==> src/rtl/keypad_msg_uart_tx.sv <==
// keypad_msg_uart_tx
// Sends the 16-byte keypad message over an 8N1 UART line, first byte first.
// Null padding bytes are skipped. A one-cycle done pulse marks the end of the message.
`timescale 1ns/1ps
module keypad_msg_uart_tx #(
    parameter int CLKS_PER_BIT = 87
) (
    input  logic         clk,
    input  logic         nrst,
    input  logic [127:0] msg,
    input  logic         msg_tx_ctrl,
    output logic         tx,
    output logic         busy,
    output logic         done
);

    localparam int BAUD_W = $clog2(CLKS_PER_BIT);
    localparam logic [BAUD_W-1:0] BAUD_LAST = BAUD_W'(CLKS_PER_BIT - 1);

    typedef enum logic [2:0] {
        IDLE,
        SEEK,
        START,
        DATA,
        STOP
    } stateT;

    stateT              r_state;
    logic [127:0]       r_shadow;
    logic [4:0]         r_idx;
    logic [7:0]         r_shift;
    logic [2:0]         r_bitCnt;
    logic [BAUD_W-1:0]  r_baudCnt;
    logic               r_tx;
    logic               r_done;

    logic [7:0]         w_curByte;
    logic               w_bitEnd;

    // Pick the latched byte addressed by the current index; index 16 reads as null.
    always_comb begin
        w_curByte = 8'h00;
        for (int i = 0; i < 16; i++) begin
            if (r_idx == 5'(i)) begin
                w_curByte = r_shadow[127 - 8*i -: 8];
            end
        end
    end

    assign w_bitEnd = (r_baudCnt == BAUD_LAST);

    // Message sequencer: latch, skip nulls, and shift out start/data/stop bits.
    always_ff @(posedge clk or negedge nrst) begin
        if (!nrst) begin
            r_state   <= IDLE;
            r_shadow  <= '0;
            r_idx     <= '0;
            r_shift   <= '0;
            r_bitCnt  <= '0;
            r_baudCnt <= '0;
            r_tx      <= 1'b1;
            r_done    <= 1'b0;
        end else begin
            r_done <= 1'b0;
            case (r_state)
                IDLE: begin
                    r_tx <= 1'b1;
                    if (msg_tx_ctrl) begin
                        r_shadow <= msg;
                        r_idx    <= 5'd0;
                        r_state  <= SEEK;
                    end
                end
                SEEK: begin
                    if (r_idx == 5'd16) begin
                        r_done  <= 1'b1;
                        r_state <= IDLE;
                    end else if (w_curByte == 8'h00) begin
                        r_idx <= r_idx + 5'd1;
                    end else begin
                        r_shift   <= w_curByte;
                        r_baudCnt <= '0;
                        r_tx      <= 1'b0;
                        r_state   <= START;
                    end
                end
                START: begin
                    if (w_bitEnd) begin
                        r_baudCnt <= '0;
                        r_tx      <= r_shift[0];
                        r_bitCnt  <= 3'd0;
                        r_state   <= DATA;
                    end else begin
                        r_baudCnt <= r_baudCnt + 1'b1;
                    end
                end
                DATA: begin
                    if (w_bitEnd) begin
                        r_baudCnt <= '0;
                        r_shift   <= {1'b0, r_shift[7:1]};
                        if (r_bitCnt == 3'd7) begin
                            r_tx    <= 1'b1;
                            r_state <= STOP;
                        end else begin
                            r_bitCnt <= r_bitCnt + 3'd1;
                            r_tx     <= r_shift[1];
                        end
                    end else begin
                        r_baudCnt <= r_baudCnt + 1'b1;
                    end
                end
                STOP: begin
                    if (w_bitEnd) begin
                        r_baudCnt <= '0;
                        r_idx     <= r_idx + 5'd1;
                        r_state   <= SEEK;
                    end else begin
                        r_baudCnt <= r_baudCnt + 1'b1;
                    end
                end
                default: begin
                    r_state <= IDLE;
                end
            endcase
        end
    end

    assign tx   = r_tx;
    assign done = r_done;
    assign busy = (r_state != IDLE);

endmodule

==> config.mk <==
export PLATFORM = sky130hd
export DESIGN_NAME = keypad_msg_uart_tx
export DESIGN_NICKNAME = d
export VERILOG_FILES = /design/src/rtl/keypad_msg_uart_tx.sv
export SDC_FILE = /design/constraint.sdc
export NUM_CORES = 1
export LEC_CHECK = 0
export BUFFER_PORTS_ARGS = -buffer_cell sky130_fd_sc_hd__buf_2
export CAP_MARGIN = 20
export CORE_MARGIN = 3
export CORE_UTILIZATION = 47
export CTS_CLUSTER_SIZE = 30
export DETAILED_ROUTE_END_ITERATION = 8
export GPL_TIMING_DRIVEN = 0
export PLACE_DENSITY_LB_ADDON = 0.3
export SYNTH_ARGS = -nofsm -noshare
export SYNTH_HDL_FRONTEND = slang
export SYNTH_SLANG_ARGS = --single-unit
==> constraint.sdc <==
create_clock -name clk -period 4.1 [get_ports clk]
set_input_delay 0.205 -clock clk [delete_from_list [all_inputs] [get_ports clk]]
set_output_delay 0.205 -clock clk [all_outputs]
set_load 0.01 [all_outputs]
==> results list, run 1 <==
- Entering global routing, the biggest net connects 84 pins.
- The first global-routing pass estimated 44200 um of wire.
* Number of buffer cells added on primary ports: 133
- Clk_lat worst skew: 0.43 ns
- Post-synthesis instance area: between 8000 and 9000 sq um
* Post-Syn Area per Cell: 8.13 sq um
- The detailed router finished its first iteration with 813 violations.
- For this run, global-route usage on met2 was measured as 0.471.
- The area growth from synthesis to layout is 33.9%.
- After detailed routing, the number of vias per cell comes to 5.54.
- STA classifies the critical path endpoint as a flop.
* Final Hold Violating Endpoints: 0
* Cell type group with the largest total delay on the critical path: buffers and inverters
- From bottom edge to top edge, the die measures 138 um.
- # clock sinks: 156
* Combined area of the multi-input logic cells: 3940 sq um
* Cell breakdown of the critical path: ha_1 > buf_2 > clkbuf_4 > clkbuf_4 > and3_1 > ha_2 > clkbuf_2 > o21bai_1 > a2111oi_2 > a211oi_2 > nand4b_1 > nor2_4 > a2111oi_4 > buf_6 > mux2_1
- In the routed design, unresolved DRC markers number 0.
- The number of antenna violations at the first check in global routing is 0.
* Arrival time reported for the critical path endpoint: ~4.4 ns
* Overall die area: 19100 sq um
- Number of slew-limit violations in the final report: 0
- The routed design has 28100 um of wire.
* Top cell type's share of synthesized area: 0.471
* Pre-antenna DRT Iters: 5
- H-Tree Depth: 4
- The clock passes through at most 2 buffers.
* Final HPWL DP: about 19000 um
- Vias in the first global route: 8283
- Total grt overflow: 0
- Maximum frequency from static timing analysis: 245 MHz
- For met1 alone, demand over resource in global routing was 0.384.
- Root Driver: sky130_fd_sc_hd__clkbuf_16
* Setup CP Type: reg -> reg
- CP startpoint kind: flop
- Initial cell density of the core: 0.488
- Overall routing resource usage: 0.289
- The number of antenna diodes in the final layout is 0.
- Share of the yosys chip area belonging to registers: 0.474
* Fraction of final layout cells with drive strength greater than 1: 0.168
* Total negative slack for setup checks: 0 ns
- Count of pins on the block boundary: between 100 and 150
- After global routing, the most crowded layer is met2.
- Total Nets Final: roughly 1400
- For this run, asynchronously set or reset flops after synthesis account for 1.00.
* Total number of vias: ~8400
* Die Wd: approximately 140 um
* Total power per unit cell area: roughly 630 nW/um^2
- Largest vdd supply drop: ~0.36 mV
* Bufs and invs on worst path: 5
- Headroom to the max-slew limit came out at 0.325.
* Worst-Margin Slew: ~1 ns
* Clock tree from TritonCTS: built
- WP data required: 4.41 ns
* Cell taking the most area after synthesis: sky130_fd_sc_hd__dfrtp_1
- Setup violators final: 0
- Longest individual stage delay on the worst path: 0.42 ns
- Max-Cap Viols: 0
- Clock period minus final worst setup slack: 4.08 ns
* Number of register bits inferred by synthesis: 156
- In this run the worst hold path is classified as in -> reg.
- The slowest stage of the critical path belongs to the cell sky130_fd_sc_hd__dfrtp_1.
- The netlist uses 73 different library cells.
- Most Frequent Cell on Critical Path: sky130_fd_sc_hd__clkbuf_4
* Clock skew after layout: 0.00928 ns
- By area the synthesized netlist is led by sky130_fd_sc_hd__dfrtp_1, sky130_fd_sc_hd__nand2_1, sky130_fd_sc_hd__a21oi_1.
- The count of nets left with antenna violations once routing finished came out at 0.
- Summed over all cells, the static leakage comes to about 5.3 nW.
- After detailed routing, the average wire length per cell comes to 18.6 um.
* Register clock-pin slew on the reported worst setup and hold paths: roughly 0.06 ns
- Final weighted congestion of routability-driven global placement: between 0.9 and 1
- Measured on the finished design, the core utilization comes to 0.653.
- Primary FF master, synth: sky130_fd_sc_hd__dfrtp_1
* Result of the run: complete, no violations
* Floorplan Core Area: 16900 sq um
- Final period utilization: 0.995
* Largest fanout on the critical path: 10
* # rows: 47
- Number of cells produced by synthesis: 1012
* Filler Cell Count: 1398
* Area taken by flip-flops and latches: 3910 sq um
* YS warnings: 0
- TritonCTS created 17 clock buffers.
- For this run, global-route usage on met3 was measured as 0.0632.
- Counting every net in the synthesized netlist gives 1152.
- Number of flops mapped to enable cells by yosys: 0
## registers in the layout, indices dropped and copies added (netlist names)
| name | cells |
|---|---|
| tx | 1 |
| r_bitCnt | 3 |
| done | 1 |
| r_idx | 5 |
| r_shadow | 128 |
| r_shift | 8 |
| r_baudCnt | 7 |
| r_state | 3 |
## area by class of cell
| type | count | area share |
|---|---|---|
| buffer | 64 | 0.0274 |
| clock buffer | 22 | 0.0412 |
| clock inverter | 10 | 0.0127 |
| inverter | 32 | 0.0109 |
| multi-input combinational | 758 | 0.357 |
| sequential | 156 | 0.354 |
| tap | 220 | 0.0250 |
| timing repair buffer | 253 | 0.172 |
## path summary, 6_finish.rpt
check / depth (start not counted) / start / slack, ns / end
setup reg to reg: 15 / r_idx[0] / 0.02 / r_shift[5]
hold / removal: 3 / msg[51] / 0.007 / r_shadow[51]
max in group asynchronous: 3 / nrst / 2.92 / r_shadow[108]
hold reg to reg: 2 / r_shadow[111] / 0.49 / r_shadow[111]
min in group asynchronous: 2 / nrst / 0.34 / r_shadow[64]
setup / recovery: 15 / r_idx[0] / 0.02 / r_shift[5]
## cells in the mapped netlist (all sizes together) (6+ instances only)
| cell type | number |
|---|---|
| nand2 | 385 |
| nor2 | 42 |
| a21oi | 58 |
| a221oi | 8 |
| a31oi | 8 |
| nand4b | 6 |
| nand2b | 14 |
| mux2i | 6 |
| dfrtp | 155 |
| inv | 31 |
| buf | 30 |
| mux2 | 11 |
| o22ai | 17 |
| nand3 | 7 |
| clkbuf | 36 |
| nor3 | 18 |
| nor4 | 6 |
| nand3b | 8 |
| nor3b | 6 |
| nor2b | 12 |
| o21ai | 52 |
| ha | 9 |
## power breakdown
part	switching, mW	total (mW)	internal [mW]
Sequential	0.516	2.74	2.23
Combinational	1.54	2.56	1.02
Clock	0.632	1.61	0.974
## logic make-up (layout without fill, tap and decap cells)
| kind of cell | after synthesis | after routing | synth area share |
|---|---|---|---|
| multiplexers | 17 | 17 | 0.0223 |
| buffers and inverters | 98 | 381 | 0.0509 |
| adder cells (fa/ha/maj) | 9 | 9 | 0.0137 |
| flip-flops | 156 | 156 | 0.474 |
| XOR/XNOR | 1 | 1 | 0.00106 |
| AO/OA/AOI/OAI | 193 | 193 | 0.149 |
| AND/OR/NAND/NOR | 538 | 538 | 0.288 |
## worst register-to-register path, stage by stage (launching register included)
cell	delay, ns
sky130_fd_sc_hd__dfrtp_1	0.42
sky130_fd_sc_hd__ha_1	0.23
sky130_fd_sc_hd__buf_2	0.27
sky130_fd_sc_hd__clkbuf_4	0.29
sky130_fd_sc_hd__clkbuf_4	0.28
sky130_fd_sc_hd__and3_1	0.19
sky130_fd_sc_hd__ha_2	0.28
sky130_fd_sc_hd__clkbuf_2	0.27
sky130_fd_sc_hd__o21bai_1	0.20
sky130_fd_sc_hd__a2111oi_2	0.09
sky130_fd_sc_hd__a211oi_2	0.29
sky130_fd_sc_hd__nand4b_1	0.28
sky130_fd_sc_hd__nor2_4	0.27
sky130_fd_sc_hd__a2111oi_4	0.10
sky130_fd_sc_hd__buf_6	0.16
sky130_fd_sc_hd__mux2_1	0.32
## layout by cell type, fill, tap and decap left out, drive strengths merged, types with 4 or more instances in the layout
| master | netlist | layout |
|---|---|---|
| nand2 | 385 | 385 |
| buf | 30 | 163 |
| dfrtp | 155 | 155 |
| dlygate4sd3 | 0 | 118 |
| a21oi | 58 | 58 |
| clkbuf | 36 | 58 |
| o21ai | 52 | 52 |
| nor2 | 42 | 42 |
| inv | 31 | 32 |
| nor3 | 18 | 18 |
| o22ai | 17 | 17 |
| nand2b | 14 | 14 |
| nor2b | 12 | 12 |
| mux2 | 11 | 11 |
| ha | 9 | 9 |
| nand3b | 8 | 8 |
| a31oi | 8 | 8 |
| a221oi | 8 | 8 |
| nand3 | 7 | 7 |
| nor3b | 6 | 6 |
| mux2i | 6 | 6 |
| nand4b | 6 | 6 |
| nor4 | 6 | 6 |
| and3 | 5 | 5 |
| nand4bb | 5 | 5 |
| a211oi | 5 | 5 |
| a2111oi | 5 | 5 |
| or3 | 4 | 4 |
| a221o | 4 | 4 |
| clkinv | 1 | 4 |
## what timing repair did
| item | 4_1_cts | 5_1_grt |
|---|---|---|
| pin swaps | 1 | 0 |
| hold endpoints to repair | 188 | 1 |
| buffers inserted | 1 | 0 |
| endpoints found under the setup margin | 23 | 20 |
| gates resized for setup | 5 | 12 |
| hold buffers | 117 | 1 |
## metal layers
| layer | vias to the layer above | share of wire |
|---|---|---|
| li1 | 3954 | - |
| met1 | 3974 | 0.42 |
| met2 | 395 | 0.47 |
| met3 | 70 | 0.076 |
| met4 | 0 | 0.032 |
| met5 | - | 0 |
## metrics by stage
step	instances	setup WS [ns]	cell area, sq um	power [mW]	hold WS (ns)
final	1515	0.0210	11000	6.91	0.00681
after global routing	1515	-0.0311	11000	7.32	0.0110
after CTS	1515	0.0415	11000	6.79	0.0000346
after detailed placement	1366	-0.490	9210	5.08	0.260
after global placement	1365	-0.421	9170	5.01	0.397
after floorplan	1012	0.370	8230	4.21	-0.0906
Power figures use the tool's default switching activity.
==> inputs of run 2 (changes only) <==
Settings changed: PLACE_DENSITY set to 0.8, PLACE_DENSITY_LB_ADDON 0.3 to not set.
==> run 2 against run 1 <==
  * Non-clock buffer count is the same
  * Sequential cell count is the same
  * Design area is essentially flat
  * Combinational power is essentially flat
  * Sequential power is essentially flat
  * Utilization is essentially flat
  * Global-route usage grew 0.82 points
  * First-iteration DRC count grew 28%
  * Routed wire length grew 1.9%
  * Largest power group unchanged
==> results list, run 2 (same netlist as run 1, synthesis figures left out) <==
- Result of the run: complete, no violations
- The detailed-router iteration count before antenna repair was 6 (+1).
* Max-Cap Viols: 0 (unchanged)
- The chip width was 138 um (unchanged).
- The wire length of the first global-routing pass is 45600 um (+3.1%).
- After global routing, the most crowded layer is met2.
- # rows: 47 (unchanged)
- Worst Reg-to-Reg Cells: 15 (unchanged)
- The chip height came to 138 um (unchanged).
- Most used cells in the layout excluding fill and tap cells: sky130_fd_sc_hd__nand2_1, sky130_fd_sc_hd__dfrtp_1, sky130_fd_sc_hd__buf_2
- The violation count after the first detailed-route iteration came to 1044 (+28%).
* Final Hold Violating Endpoints: 0 (unchanged)
- Worst-Margin Slew: 1.04 ns (+0.0308 ns)
* Final weighted congestion of routability-driven global placement: 0.997 (+0.26%)
- The area of the die was 19100 sq um (unchanged).
- Antenna diode instance count: 0 (unchanged)
* Pin count of the biggest net entering global routing: 82 (-2.4%)
- Finished Layout Cells: 1514 (-0.066%)
- Global-route met1 utilization: 0.400 (+0.0151)
* DRT Wirelength: 28700 um (+1.9%)
* Root Driver: sky130_fd_sc_hd__clkbuf_16
- Antenna viol nets, final: 0 (unchanged)
* Total grt overflow: 0 (unchanged)
- Register clock-pin slew on the reported worst setup and hold paths: 0.06 ns (about the same)
- In the final layout, the registers with the most flip-flops are r_shadow: 128 flops, r_shift: 8 flops, r_baudCnt: 7 flops.
- Clock period minus final worst setup slack: 3.97 ns (-0.108 ns)
* H-Tree Depth: 4 (unchanged)
- Counting flops per register, the top entry is r_shadow.
* Slew Limit Headroom: 0.305 (-0.0206)
- The detailed placement HPWL is 18900 um (+0.21%).
* Vias in the first global route: 8679 (+4.8%)
* Hold-critical path depth: 3 (unchanged)
- Total number of vias: 8583 (+2.3%)
- The path class of the tightest hold or removal check is in -> reg.
- Commonest non-fill, non-tap cell in the layout: sky130_fd_sc_hd__nand2_1
- The power per cell area was 632 nW/um^2 (+0.74%).
- Clock skew after layout: 0.0133 ns (+0.00398 ns)
- Setup CP Type: reg -> reg
* DR DRC count: 0 (unchanged)
- The number of buffers created by CTS was 17 (unchanged).
* Final period utilization: 0.968 (-0.0264)
- The average wire per cell in the routed design was 18.9 um (+2.0%).
- Floorplan Core Area: 16900 sq um (unchanged)
- The max-slew violation count came to 0 (unchanged).
* Placed Cells incl. Taps: 1366 (unchanged)
* Total Nets Final: 1422 (unchanged)
- Setup violators final: 0 (unchanged)
* Number of buffer cells added on primary ports: 133 (unchanged)
- The arrival time at the worst endpoint is 4.28 ns (-0.10 ns).
- The global-route total usage across every layer came to 0.298 (+0.00825).
- # clock sinks: 156 (unchanged)
- Setup repair after global routing left no endpoint under its margin.
- Clk_lat worst skew: 0.44 ns (about the same)
- Standby leakage power: 5.32 nW (+0.23%)
- GR Util met2: 0.478 (+0.00771)
- The worst setup path is launched from a flop.
- The detailed-route vias per instance came to 5.67 (+2.3%).
- The endpoint required time on the critical path was 4.41 ns (about the same).
- The starting density of the core is 0.488 (unchanged).
* Maximum frequency from static timing analysis: 252 MHz (+2.7%)
- Met3 GRT Util: 0.0635 (+0.000345)
* Largest fanout on the critical path: 10 (unchanged)
* Max reg flops: 128 (unchanged)
* Area growth from synthesis to layout: 34.0% (about the same)
- The number of antenna violations at the first check in global routing came to 0 (unchanged).
* Worst-case clock buffer depth: 2 (unchanged)
* Fraction of final layout cells with drive strength greater than 1: 0.167 (-0.00142)
- The utilization after layout came to 0.653 (about the same).
* Kind of end point of the critical path: flop
- The peak supply drop was 0.416 mV (+15%).
- Filler Cell Count: 1338 (-4.3%)
* Clock tree from TritonCTS: built
- The number of ports placed on the die boundary is 134 (unchanged).
[run 2: power by group]
group | internal, mW | leakage [nW] | switching (mW) | total, mW
clock | 1.03 | 0.295 | 0.647 | 1.67
combinational | 1.00 | 3.07 | 1.52 | 2.53
sequential | 2.23 | 1.95 | 0.537 | 2.76
[run 2: per-stage QoR]
step                setup TNS [ns]  setup slack, ns  hold slack, ns  total power [mW]  cell area (sq um)
global placement             -6.06           -0.440           0.399              4.99               9170
CTS                              0           0.0448        0.000985              6.87              11000
global route                     0           0.0291          0.0120              7.34              11000
detailed placement           -6.93           -0.507           0.262              5.09               9210
floorplan                        0            0.370         -0.0906              4.21               8230
finish                           0            0.129         0.00988              6.97              11000
[run 2: layer usage]
layer / vias to the layer above / wire length (um) / part of all wire
li1: 3952 / - / -
met1: 4089 / 11800 / 0.41
met2: 467 / 13500 / 0.47
met3: 75 / 2440 / 0.085
met4: 0 / 930 / 0.032
met5: - / 0 / 0
[run 2: layout make-up]
cell class,instances,area [sq um],area share
Multi-Input combinational cell,758,3920,0.355
Sequential cell,156,3910,0.354
Timing Repair Buffer,255,1910,0.173
Clock buffer,19,443,0.0402
Buffer,62,290,0.0263
Tap cell,220,275,0.0250
Clock inverter,12,171,0.0155
Inverter,32,120,0.0109
[run 2: timing repair]
action                     in CTS  in global routing
gates resized for setup         2                  9
hold buffers                  119                  1
hold endpoints to repair      193                  1
setup buffers                   1                  0
pin swaps                       1                  0
setup endpoints to repair      23                 20
[run 2: worst max-delay path, stage by stage, from the launching register on]
cell and delay [ns]:
sky130_fd_sc_hd__dfrtp_1 0.42, sky130_fd_sc_hd__inv_1 0.10, sky130_fd_sc_hd__ha_1 0.20, sky130_fd_sc_hd__buf_2 0.18, sky130_fd_sc_hd__buf_2 0.23, sky130_fd_sc_hd__buf_1 0.31
sky130_fd_sc_hd__a21oi_1 0.26, sky130_fd_sc_hd__o22ai_1 0.13, sky130_fd_sc_hd__a221oi_2 0.35, sky130_fd_sc_hd__o21ai_1 0.25, sky130_fd_sc_hd__a32oi_1 0.32, sky130_fd_sc_hd__nand4b_1 0.18
sky130_fd_sc_hd__nor2_2 0.28, sky130_fd_sc_hd__a2111oi_4 0.12, sky130_fd_sc_hd__buf_4 0.20, sky130_fd_sc_hd__mux2_1 0.32
[run 2: worst paths after layout]
| kind | startpoint | end | slack (ns) |
|---|---|---|---|
| worst max-delay path | r_idx[0] | r_shift[5] | 0.13 |
| worst min-delay path | msg[38] | r_shadow[38] | 0.01 |
| worst max register to register | r_idx[0] | r_shift[5] | 0.13 |
| worst min register to register | r_shadow[104] | r_shadow[104] | 0.48 |
| max in group asynchronous | nrst | tx | 2.90 |
| min in group asynchronous | nrst | r_shadow[27] | 0.34 |
